<file path="config.mk">
export PLATFORM = sky130hd
export DESIGN_NAME = urna_arbitro_cabines
export DESIGN_NICKNAME = d
export VERILOG_FILES = /design/src/rtl/urna_arbitro_cabines.sv
export SDC_FILE = /design/constraint.sdc
export NUM_CORES = 1
export LEC_CHECK = 0
export ABC_AREA = 1
export CAP_MARGIN = 10
export CORE_MARGIN = 10
export CORE_UTILIZATION = 53
export CTS_BUF_LIST = sky130_fd_sc_hd__clkbuf_8
export DETAILED_ROUTE_END_ITERATION = 6
export GPL_TIMING_DRIVEN = 0
export PLACE_DENSITY = 0.87
export SYNTH_ARGS = -nofsm -noshare
export SYNTH_HDL_FRONTEND = slang
export SYNTH_SLANG_ARGS = --single-unit
</file>
<file path="constraint.sdc">
create_clock -name Clock -period 2.21 [get_ports Clock]
set_input_delay 0.442 -clock Clock [delete_from_list [all_inputs] [get_ports Clock]]
set_output_delay 0.442 -clock Clock [all_outputs]
set_load 0.01 [all_outputs]
</file>
<file path="src/rtl/urna_arbitro_cabines.sv">
// -----------------------------------------------------------------------------
// urna_arbitro_cabines
//   Shares one tally bank (C1..C4, Nulo) among N_CABINES voting booths. The
//   election moves through FECHADA -> ABERTA -> ENCERRADA. While it is open,
//   one booth per cycle is granted round-robin, and that booth's vote code
//   increments the matching tally.
//
// Optional feature (compile-time macro URNA_ARB_BRANCO_EN):
//   Adds a Branco tally output. Code 6 counts into Branco instead of Nulo.
//
// Parameters
//   N_CABINES  number of booths (2..8)
//   W_CONT     width of each tally counter (saturating)
//
// Ports
//   Clock       in   single clock, posedge
//   Reset       in   synchronous, active-high
//   Abrir       in   clear tallies and open the election (FECHADA/ENCERRADA)
//   Finish      in   close the election; has priority over Abrir
//   Req         in   per-booth vote request
//   Voto        in   per-booth 3-bit code, booth i = Voto[3i+2:3i]
//   Ack         out  one-cycle grant pulse, at most one bit set
//   C1..C4      out  candidate tallies (codes 0..3)
//   Nulo        out  null tally (codes 4..7, or 4,5,7 with Branco enabled)
//   Branco      out  blank tally (only with URNA_ARB_BRANCO_EN)
//   Status      out  1 while the election is open
//   dbg_estado  out  current FSM state (debug observation)
//
// Handshake: a booth raises Req with a stable Voto and holds both until it
// sees its Ack bit. It may drop Req one cycle after Ack. Because Ack is
// masked out of the eligible set, a Req that is still high during the Ack
// cycle is never granted twice in a row. A Req still held after that cycle
// is treated as a new vote.
// -----------------------------------------------------------------------------
module urna_arbitro_cabines #(
  parameter int N_CABINES = 4,
  parameter int W_CONT    = 8
) (
  input  logic                   Clock,
  input  logic                   Reset,
  input  logic                   Abrir,
  input  logic                   Finish,
  input  logic [N_CABINES-1:0]   Req,
  input  logic [3*N_CABINES-1:0] Voto,
  output logic [N_CABINES-1:0]   Ack,
  output logic [W_CONT-1:0]      C1,
  output logic [W_CONT-1:0]      C2,
  output logic [W_CONT-1:0]      C3,
  output logic [W_CONT-1:0]      C4,
  output logic [W_CONT-1:0]      Nulo,
`ifdef URNA_ARB_BRANCO_EN
  output logic [W_CONT-1:0]      Branco,
`endif
  output logic                   Status,
  output logic [1:0]             dbg_estado
);

  localparam int PW = (N_CABINES > 1) ? $clog2(N_CABINES) : 1;

  typedef enum logic [1:0] {
    FECHADA   = 2'd0,
    ABERTA    = 2'd1,
    ENCERRADA = 2'd2
  } estado_t;

  estado_t           estado;
  logic [PW-1:0]     ptr;

  logic [N_CABINES-1:0] elig;
  logic                 found;
  logic [PW-1:0]        grant;
  logic [PW-1:0]        ptr_next;
  logic [2:0]           codigo;
  int                   idx;

  function automatic logic [W_CONT-1:0] sat_inc(input logic [W_CONT-1:0] v);
    return (&v) ? v : v + 1'b1;
  endfunction

  // Round-robin search: the first eligible booth at or after ptr, with wrap.
  // The booth acked last cycle is excluded, so a late-falling Req is not
  // counted twice.
  always_comb begin
    elig  = Req & ~Ack;
    found = 1'b0;
    grant = '0;
    idx   = 0;
    for (int k = 0; k < N_CABINES; k++) begin
      idx = int'(ptr) + k;
      if (idx >= N_CABINES) idx = idx - N_CABINES;
      if (!found && elig[idx]) begin
        found = 1'b1;
        grant = PW'(idx);
      end
    end
    codigo   = Voto[3*int'(grant) +: 3];
    ptr_next = (int'(grant) == N_CABINES - 1) ? '0 : PW'(int'(grant) + 1);
  end

  always_ff @(posedge Clock) begin
    if (Reset) begin
      estado <= FECHADA;
      ptr    <= '0;
      Ack    <= '0;
      C1     <= '0;
      C2     <= '0;
      C3     <= '0;
      C4     <= '0;
      Nulo   <= '0;
`ifdef URNA_ARB_BRANCO_EN
      Branco <= '0;
`endif
    end else begin
      Ack <= '0;
      case (estado)
        FECHADA, ENCERRADA: begin
          // Requests are ignored here. Opening clears the whole bank.
          if (Abrir && !Finish) begin
            estado <= ABERTA;
            C1     <= '0;
            C2     <= '0;
            C3     <= '0;
            C4     <= '0;
            Nulo   <= '0;
`ifdef URNA_ARB_BRANCO_EN
            Branco <= '0;
`endif
          end
        end
        ABERTA: begin
          // Abrir is ignored while open. Finish wins over a pending grant.
          if (Finish) begin
            estado <= ENCERRADA;
          end else if (found) begin
            Ack <= {{(N_CABINES-1){1'b0}}, 1'b1} << grant;
            ptr <= ptr_next;
            case (codigo)
              3'd0: C1 <= sat_inc(C1);
              3'd1: C2 <= sat_inc(C2);
              3'd2: C3 <= sat_inc(C3);
              3'd3: C4 <= sat_inc(C4);
`ifdef URNA_ARB_BRANCO_EN
              3'd6: Branco <= sat_inc(Branco);
`endif
              default: Nulo <= sat_inc(Nulo);
            endcase
          end
        end
        default: estado <= FECHADA;
      endcase
    end
  end

  assign Status     = (estado == ABERTA);
  assign dbg_estado = estado;

endmodule
</file>
==> results of run 1 <==
==> cell usage in the layout, fill, tap and decap left out, types with 3 or more instances in the layout <==
| cell | count |
|---|---|
| nand2_8 | 7 |
| ha_1 | 5 |
| nand3_2 | 11 |
| dlygate4sd2_1 | 4 |
| nand2_1 | 78 |
| nor2_4 | 8 |
| xnor2_1 | 4 |
| a21oi_1 | 31 |
| nand2_4 | 24 |
| inv_2 | 4 |
| nand4_1 | 6 |
| dfxtp_1 | 46 |
| nor2_1 | 46 |
| clkdlybuf4s50_1 | 61 |
| o21ai_1 | 3 |
| inv_1 | 29 |
| nand3_1 | 44 |
| nor3_1 | 12 |
| clkbuf_1 | 6 |
| nand3b_1 | 3 |
| xor2_1 | 18 |
| nand3_4 | 18 |
| buf_4 | 20 |
| buf_6 | 6 |
| a21oi_2 | 11 |
| nand2_2 | 18 |
| clkbuf_8 | 5 |
==> metal layers <==
metal	vias to the layer above	GRT usage, %	wire, µm
li1	1696	-	-
met1	1846	23.5	4480
met2	354	38.8	6410
met3	137	5.37	1520
met4	0	11.2	1130
met5	-	0	0
==> path summary, 6_finish.rpt <==
path | slack [ns] | depth (start not counted) | end | start
setup / recovery | -0.40 | 19 | C4[5] | ptr[0]
hold / removal | 0.44 | 2 | ptr[0] | Reset
setup reg to reg | -0.40 | 19 | C4[5] | ptr[0]
hold reg to reg | 0.52 | 2 | C1[2] | C1[2]
==> cell type report <==
cell class	instances	area share, %
Tap cell	72	1.90
Timing Repair Buffer	87	17.3
Multi-Input combinational cell	360	52.7
Clock buffer	5	1.45
Buffer	13	2.03
Sequential cell	48	20.3
Clock inverter	3	0.896
Inverter	36	3.37
==> report_power, final <==
group	internal (mW)	switching, mW	total (mW)
registers	0.879	0.0196	0.899
logic	0.315	0.579	0.894
clock network	0.335	0.332	0.668
==> cells by family (layout without fill, tap and decap cells) <==
logic type	Yosys count	after routing
adder cells (fa/ha/maj)	5	5
AO/OA/AOI/OAI	54	54
buffers and inverters	49	144
AND/OR/NAND/NOR	276	279
flip-flops	48	48
XOR/XNOR	22	22
==> registers in the layout, summed over array words and instances (netlist names) <==
signal / cells
Ack: 4
C2: 8
C3: 8
ptr: 2
C4: 8
Nulo: 8
C1: 8
dbg_estado: 2
==> critical path, stage by stage, from the launching register on <==
cell and delay, ns:
dfxtp_2 0.36, buf_12 0.15, clkinv_8 0.08, nand3_4 0.13
nand2_4 0.07, nand2_4 0.08, nand2_4 0.08, nand2_4 0.11
nand2_4 0.08, nand2_8 0.10, nand3_4 0.19, nand2_4 0.14
nand3_4 0.10, nand2_4 0.16, nand2_4 0.10, inv_8 0.10
nand2_8 0.08, nand2_8 0.11, nand2_1 0.07, a21oi_1 0.20
==> per-stage QoR <==
step	hold WS (ns)	util [%]	setup slack, ns
after floorplan	0.507	-	0.202
after global placement	0.487	68.6	-0.542
after detailed placement	0.497	68.6	-0.642
after CTS	0.398	76.6	0.00100
after global routing	0.434	85.7	-0.468
final	0.442	85.7	-0.402
==> timing repair <==
item | CTS | global route
hold buffers | 0 | 0
gates resized for setup | 60 | 97
cloned | 2 | 2
buffers inserted | 15 | 6
setup endpoints to repair | 41 | 41
pin swaps | 23 | 43
==> results.py, run 1 <==
metrics = {
    "run_status": {
        "outcome": "finished, violations left",
        "violations": "setup timing",
    },
    "timing": {
        "fin_skew_ns": 0.0162,
        "rsz0062_at_grt": "true",
        "min_period_ns": 2.61,
        "worst_slack_ns": -0.402,
        "fin_setup_tns_ns": -9.50,
        "hold_viol": 0,
        "slew_viol_final": 0,
        "max_slew_margin_pct": 53.1,
        "worstMarginPinSlew_ns": 0.704,
        "setup_viol": 39,
        "fmax_ghz": 0.383,
        "period_share_pct": 118,
    },
    "final_layout": {
        "n_fill_cell": 270,
        "final_cells": 624,
        "fin_area_um2": 4750,
        "multi_input_area_um2": 2500,
        "drive_gt1_share_pct": 27.4,
        "seqCellArea_um2": 963,
        "diodes": 0,
        "nets": 576,
        "syn2layout_area_growth_pct": 55.2,
    },
    "synthesis": {
        "synth-compound-area-share_pct": 9.66,
        "postSynthCellCount": 454,
        "yosysSeqAreaShare_pct": 31.4,
        "yosysTopAreaCellShare_pct": 31.4,
        "synthArstFlopShare_pct": 0,
        "netlist_top_cells_area": "dfxtp_1 31%, nand2_1 14%, nand3_1 9.8%",
        "syn_area_um2": 3060,
        "muxShareOfSynthArea_pct": 0,
        "synth_edf_count": 0,
        "synth.most_common_cell": "nand2_1",
        "synth_top_cell_by_area": "dfxtp_1",
        "synth_nets": 479,
        "synth_top_family_by_area": "simple AND/OR/NAND/NOR gates",
        "ys.flop_type": "dfxtp_1",
        "synth_xor_area_share_pct": 6.30,
        "ys_warn_count": 0,
        "ys_ff_latch": 48,
        "synth_commonest_cells": "110 x nand2_1, 60 x nand3_1, 53 x nor2_1",
        "synthAdderAreaFrac_pct": 2.05,
        "syn_avg_cell_area_um2": 6.74,
        "yosys.area_share.simple_pct": 43.5,
        "synth_cell_types": 34,
    },
    "worst_setup_path": {
        "crit_type": "reg2reg",
        "start_kind": "register",
        "worst_ep_required_time_ns": 2.45,
        "cp_max_fo": 8,
        "end_kind": "register",
        "cp_data_arrival_time_ns": 2.85,
    },
    "clock_network": {
        "clockBufferDepth": 2,
        "clockRootBuffer": "clkbuf_8",
        "insertion_delay_ns": 0.32,
        "cts_tree": "built",
        "cts_max_level": 2,
        "path_clk_slew_ns": 0.10,
        "cts_buffers": 5,
        "cts_sinks": 48,
    },
    "global_route": {
        "grt_use_total_pct": 21.8,
        "antenna_found_initial": 0,
        "grt_pass1_wl_mm": 16.1,
        "grt_pass1_vias": 3425,
        "grt_max_degree": 16,
        "overflow": 0,
    },
    "power": {
        "power_mw": 2.46,
        "power.density_nw_per_um2": 518,
        "ir_drop_uv": 473,
        "power_leakage_nw": 1.75,
    },
    "routing": {
        "routed_via_density": 6.46,
        "dr.pass1.iters": 7,
        "wl_per_cell_um": 21.7,
        "wl_mm": 13.6,
        "num_vias": 4033,
        "drcViolationCount": 0,
        "drtAntennaViolNets": 0,
        "drt_iter0_drc": 498,
    },
    "floorplan": {
        "die_h_um": 96.0,
        "die_area_um2": 9210,
        "fp.dieW_um": 96.0,
        "num_rows": 27,
        "initial_utilization_pct": 55.2,
        "num_io_pins": 67,
        "core_um2": 5540,
    },
    "flow_run": {
        "max_cap_viol_count": 0,
    },
    "placed_design": {
        "portBuffers": 65,
        "hpwlAfterDp_mm": 6.38,
        "post_dp_cell_area_um2": 3800,
        "gp_congestion": 0.941,
        "placed_cells": 591,
    },
    "worst_hold_path": {
        "min-delay-path-class": "in2reg",
    },
}
Note: power is estimated with default switching activity, not from simulation.
==> run 2: changes to the inputs <==
Settings changed: CTS_CLUSTER_DIAMETER set to 40, TNS_END_PERCENT set to 10.
==> results.py, run 2 (synthesis results as in run 1) <==
metrics = {
    "routing": {
        "drt_iter0_drc": 485,
        "drtAntennaViolNets": 0,
        "dr.pass1.iters": 6,
        "wl_per_cell_um": 20.9,
        "routed_via_density": 6.40,
        "num_vias": 3973,
        "drcViolationCount": 0,
        "wl_mm": 13.0,
    },
    "final_layout": {
        "n_fill_cell": 295,
        "syn2layout_area_growth_pct": 50.9,
        "drive_gt1_share_pct": 25.9,
        "nets": 572,
        "fin_area_um2": 4620,
        "final_cell_mix": "83 x nand2_1, 61 x clkdlybuf4s50_1, 46 x dfxtp_1, 46 x nor2_1, 42 x nand3_1",
        "layout_commonest_cell": "nand2_1",
        "finish.utilization_pct": 83.3,
    },
    "placed_design": {
        "post_dp_cell_area_um2": 3800,
        "dp_slack_ns": -0.642,
        "portBuffers": 65,
        "hpwlAfterDp_mm": 6.38,
        "gp_congestion": 0.941,
    },
    "global_route": {
        "grt_use_total_pct": 21.0,
        "overflow": 0,
        "antenna_found_initial": 1,
        "grt_pass1_vias": 3357,
        "grt_pass1_wl_mm": 15.7,
        "grt_max_degree": 16,
    },
    "clock_network": {
        "cts_sinks": 48,
        "clockRootBuffer": "clkbuf_8",
        "clockBufferDepth": 2,
        "insertion_delay_ns": 0.32,
        "cts_tree": "built",
        "cts_max_level": 2,
        "path_clk_slew_ns": 0.10,
        "cts_buffers": 5,
    },
    "floorplan": {
        "die_h_um": 96.0,
        "core_um2": 5540,
        "die_area_um2": 9210,
        "fp.dieW_um": 96.0,
        "num_io_pins": 67,
        "num_rows": 27,
        "initial_utilization_pct": 55.2,
    },
    "timing": {
        "max_slew_margin_pct": 52.4,
        "fin_skew_ns": 0.0159,
        "hold_viol": 0,
        "worstMarginPinSlew_ns": 0.713,
        "rsz0062_at_grt": "true",
        "slew_viol_final": 0,
        "min_period_ns": 2.62,
        "fmax_ghz": 0.381,
        "worst_slack_ns": -0.414,
        "period_share_pct": 119,
        "fin_setup_tns_ns": -9.54,
        "setup_viol": 41,
    },
    "power": {
        "power.density_nw_per_um2": 525,
        "power_mw": 2.42,
        "ir_drop_uv": 394,
        "power_leakage_nw": 1.70,
    },
    "worst_hold_path": {
        "min-delay-path-class": "in2reg",
    },
    "worst_setup_path": {
        "slowest_delay_ns": 0.36,
        "cp_data_arrival_time_ns": 2.86,
        "cp_cell_sequence": "buf_8 > clkinv_8 > nand3_4 > nand3_2 > nand2_4 > nand4_4 > nand3_4 > nand2_2 > nand3_4 > nand2_8 > nor2_4 > nand3_4 > nand2_4 > nand2_2 > a21oi_2",
        "start_kind": "register",
        "worst_ep_required_time_ns": 2.44,
        "end_kind": "register",
        "cpMaxStageDelayCell": "dfxtp_2",
        "cp_max_fo": 8,
        "crit_type": "reg2reg",
        "cp_common_cell": "nand3_4",
    },
    "run_status": {
        "violations": "setup timing",
        "outcome": "finished, violations left",
    },
    "flow_run": {
        "max_cap_viol_count": 0,
    },
}
-- run 2: cell types whose count changed in the layout (fill, tap and decap cells not counted), moves of 2 or more --
| cell | change |
|---|---|
| nand2_1 | +5 |
| nand3_1 | -2 |
| o21ai_0 | +3 |
| buf_4 | -2 |
| nand3_2 | +8 |
| nand2_4 | -6 |
| nand3_4 | -6 |
| o21ai_1 | -3 |
-- run 2: critical path, delay by kind of cell (launching register included) --
kind	cells	cell delay, ns
simple gates	12	1.69
compound gates	1	0.22
flops	1	0.36
buf+inv	2	0.24
-- run 2: worst paths after layout --
path,startpoint,to,slack [ns],depth (start not counted)
worst min-delay path,Reset,ptr[0],0.39,2
worst min register to register,Nulo[1],Nulo[1],0.52,2
worst max-delay path,ptr[0],C2[7],-0.41,15
worst max register to register,ptr[0],C2[7],-0.41,15
-- run 2: cell type report --
class	instances	area [µm²]	area share, %
multi-input cells	358	2380	51.6
flip-flops and latches	48	963	20.9
repair buffers	85	816	17.7
inverters	36	160	3.47
well taps	72	90.1	1.95
plain buffers	13	88.8	1.92
clock buffers	5	68.8	1.49
clock inverters	3	42.5	0.922
diodes	1	2.50	0.0542
-- run 2: repair_timing --
action	in CTS	in global routing
gates cloned	2	0
hold buffers	0	0
buffers inserted	10	9
gates resized for setup	60	72
endpoints found under the setup margin	41	41
pin swaps	21	36
-- run 2: routing by layer --
metal  GRT usage [%]  share of wire [%]  vias to the layer above
met5               0                  0                        -
met4            8.85                6.0                        0
met3            4.90                 11                      103
met2            36.9                 48                      341
met1            23.8                 35                     1837
li1                -                  -                     1692
-- run 2: report_power, final --
group	switching (mW)	internal, mW	total (mW)
clock	0.328	0.335	0.663
combinational	0.544	0.317	0.861
sequential	0.0197	0.879	0.899
total	0.891	1.53	2.42
-- run 2: per-stage QoR --
stage | hold slack, ns | instances
5_1_grt | 0.413 | 621
6_report | 0.393 | 621
2_1_floorplan | 0.507 | 454
3_3_place_gp | 0.487 | 591
4_1_cts | 0.398 | 611
3_5_place_dp | 0.497 | 591
==> run 3: changes to the inputs <==
Settings changed: CORE_UTILIZATION 53 to 60, DONT_BUFFER_PORTS set to 1, PLACE_DENSITY 0.87 to 0.8.
Clock period 2.21 ns to 3.1 ns, I/O delays scaled along.
==> results.py, run 3 (synthesis results as in run 1) <==
metrics = {
    "run_status": {
        "outcome": "finished clean",
    },
    "timing": {
        "fmax_ghz": 0.419,
        "fin_skew_ns": 0.00558,
        "worst_slack_ns": 0.714,
        "rsz0062_at_grt": "false",
        "fin_setup_tns_ns": 0,
        "hold_viol": 0,
        "worstMarginPinSlew_ns": 0.598,
        "period_share_pct": 77.0,
        "max_slew_margin_pct": 60.1,
        "slew_viol_final": 0,
        "min_period_ns": 2.39,
        "setup_viol": 0,
    },
    "power": {
        "power_leakage_nw": 1.26,
        "pwr-share-comb_pct": 22.1,
        "internal_power_mw": 0.888,
        "power.density_nw_per_um2": 413,
        "netSwitchingFraction_pct": 33.5,
        "pwr-share-seq_pct": 48.1,
        "ir_drop_uv": 289,
        "pwr-share-clk_pct": 29.8,
        "p_switching_mw": 0.447,
    },
    "global_route": {
        "grt_pass1_wl_mm": 13.5,
        "overflow": 0,
        "grt_max_degree": 15,
        "grt_use_total_pct": 18.9,
        "antenna_found_initial": 0,
        "grt_pass1_vias": 2824,
    },
    "floorplan": {
        "fp.dieW_um": 91.4,
        "core_um2": 4820,
        "initial_utilization_pct": 63.5,
        "num_rows": 25,
        "die_area_um2": 8350,
        "num_io_pins": 67,
        "die_h_um": 91.4,
    },
    "placed_design": {
        "dp_slack_ns": 0.587,
        "hpwlAfterDp_mm": 6.21,
        "portBuffers": 0,
        "post_dp_cell_area_um2": 3140,
        "gp_congestion": 0.890,
    },
    "routing": {
        "dr.pass1.iters": 5,
        "wl_mm": 8.19,
        "top_layer_used": "met4",
        "wl_per_cell_um": 15.5,
        "drt_iter0_drc": 246,
        "drtAntennaViolNets": 0,
        "met3_length_um": 608,
        "routed_via_density": 5.57,
        "drcViolationCount": 0,
        "met2_length_mm": 4.08,
        "met1_length_mm": 3.43,
        "num_vias": 2945,
    },
    "final_layout": {
        "diodes": 0,
        "layout_commonest_cell": "nand2_1",
        "final_cell_mix": "110 x nand2_1, 60 x nand3_1, 53 x nor2_1",
        "nets": 486,
        "drive_gt1_share_pct": 11.0,
        "n_fill_cell": 463,
        "finish.utilization_pct": 67.2,
        "syn2layout_area_growth_pct": 5.81,
        "fin_area_um2": 3240,
    },
    "worst_setup_path": {
        "end_kind": "register",
        "cp_data_arrival_time_ns": 2.56,
        "cp_max_fo": 6,
        "crit_type": "reg2reg",
        "worst_ep_required_time_ns": 3.28,
        "start_kind": "register",
    },
    "clock_network": {
        "clockRootBuffer": "clkbuf_8",
        "hold_buffers": 0,
        "insertion_delay_ns": 0.31,
        "cts_max_level": 2,
        "clockBufferDepth": 2,
        "postCtsSetupBuffers": 0,
        "postCtsResizedCells": 0,
        "cts_buffers": 5,
        "cts_tree": "built",
        "cts_sinks": 48,
        "path_clk_slew_ns": 0.09,
    },
    "flow_run": {
        "max_cap_viol_count": 0,
    },
    "worst_hold_path": {
        "min-delay-path-class": "in2reg",
    },
}
[run 3: stage by stage]
| step | total power [mW] | hold slack [ns] | std cells |
|---|---|---|---|
| after detailed placement | 0.947 | 0.546 | 521 |
| after global placement | 0.941 | 0.545 | 521 |
| after floorplan | 0.887 | 0.507 | 454 |
| final | 1.34 | 0.453 | 529 |
| after global routing | 1.40 | 0.457 | 529 |
| after CTS | 1.33 | 0.454 | 529 |
[run 3: power by group through the flow]
stage,combinational (mW),sequential [mW],clock (mW)
floorplan,0.233,0.654,0
global placement,0.283,0.658,0
detailed placement,0.289,0.658,0
CTS,0.291,0.644,0.399
global route,0.325,0.645,0.431
finish,0.294,0.643,0.398
[run 3: metal layers]
metal | up-vias | global-route usage [%]
met5 | - | 0
met4 | 0 | 4.44
met3 | 7 | 5.68
met2 | 86 | 34.2
met1 | 1339 | 21.0
li1 | 1513 | -
[run 3: cell type report]
type                       count  area (µm²)  area share, %
clock buffer                   6        82.6           2.55
inverter                      36         145           4.49
buffer                        13        70.1           2.17
multi-input combinational    357        1880           58.2
tap                           67        83.8           2.59
clock inverter                 2        11.3          0.348
sequential                    48         961           29.7
[run 3: path summary, 6_finish.rpt]
| check | cells past startpoint | slack (ns) | start | to |
|---|---|---|---|---|
| worst max-delay path | 13 | 0.71 | Ack[3] | C1[4] |
| worst min-delay path | 2 | 0.45 | Finish | dbg_estado[1] |
| worst max register to register | 13 | 0.71 | Ack[3] | C1[4] |
| worst min register to register | 2 | 0.55 | dbg_estado[1] | dbg_estado[1] |
[run 3: critical path: stages, from the launching register on]
cell and delay (ns):
dfxtp_1 0.42, inv_1 0.09, nand3_1 0.14, nand3_1 0.11, nand2_2 0.17, nand3_1 0.15, o21ai_2 0.34, nand3_2 0.16
nand2_2 0.14, nand3_1 0.09, nand2_1 0.10, nand2_1 0.18, nand2_1 0.11, a21oi_1 0.06
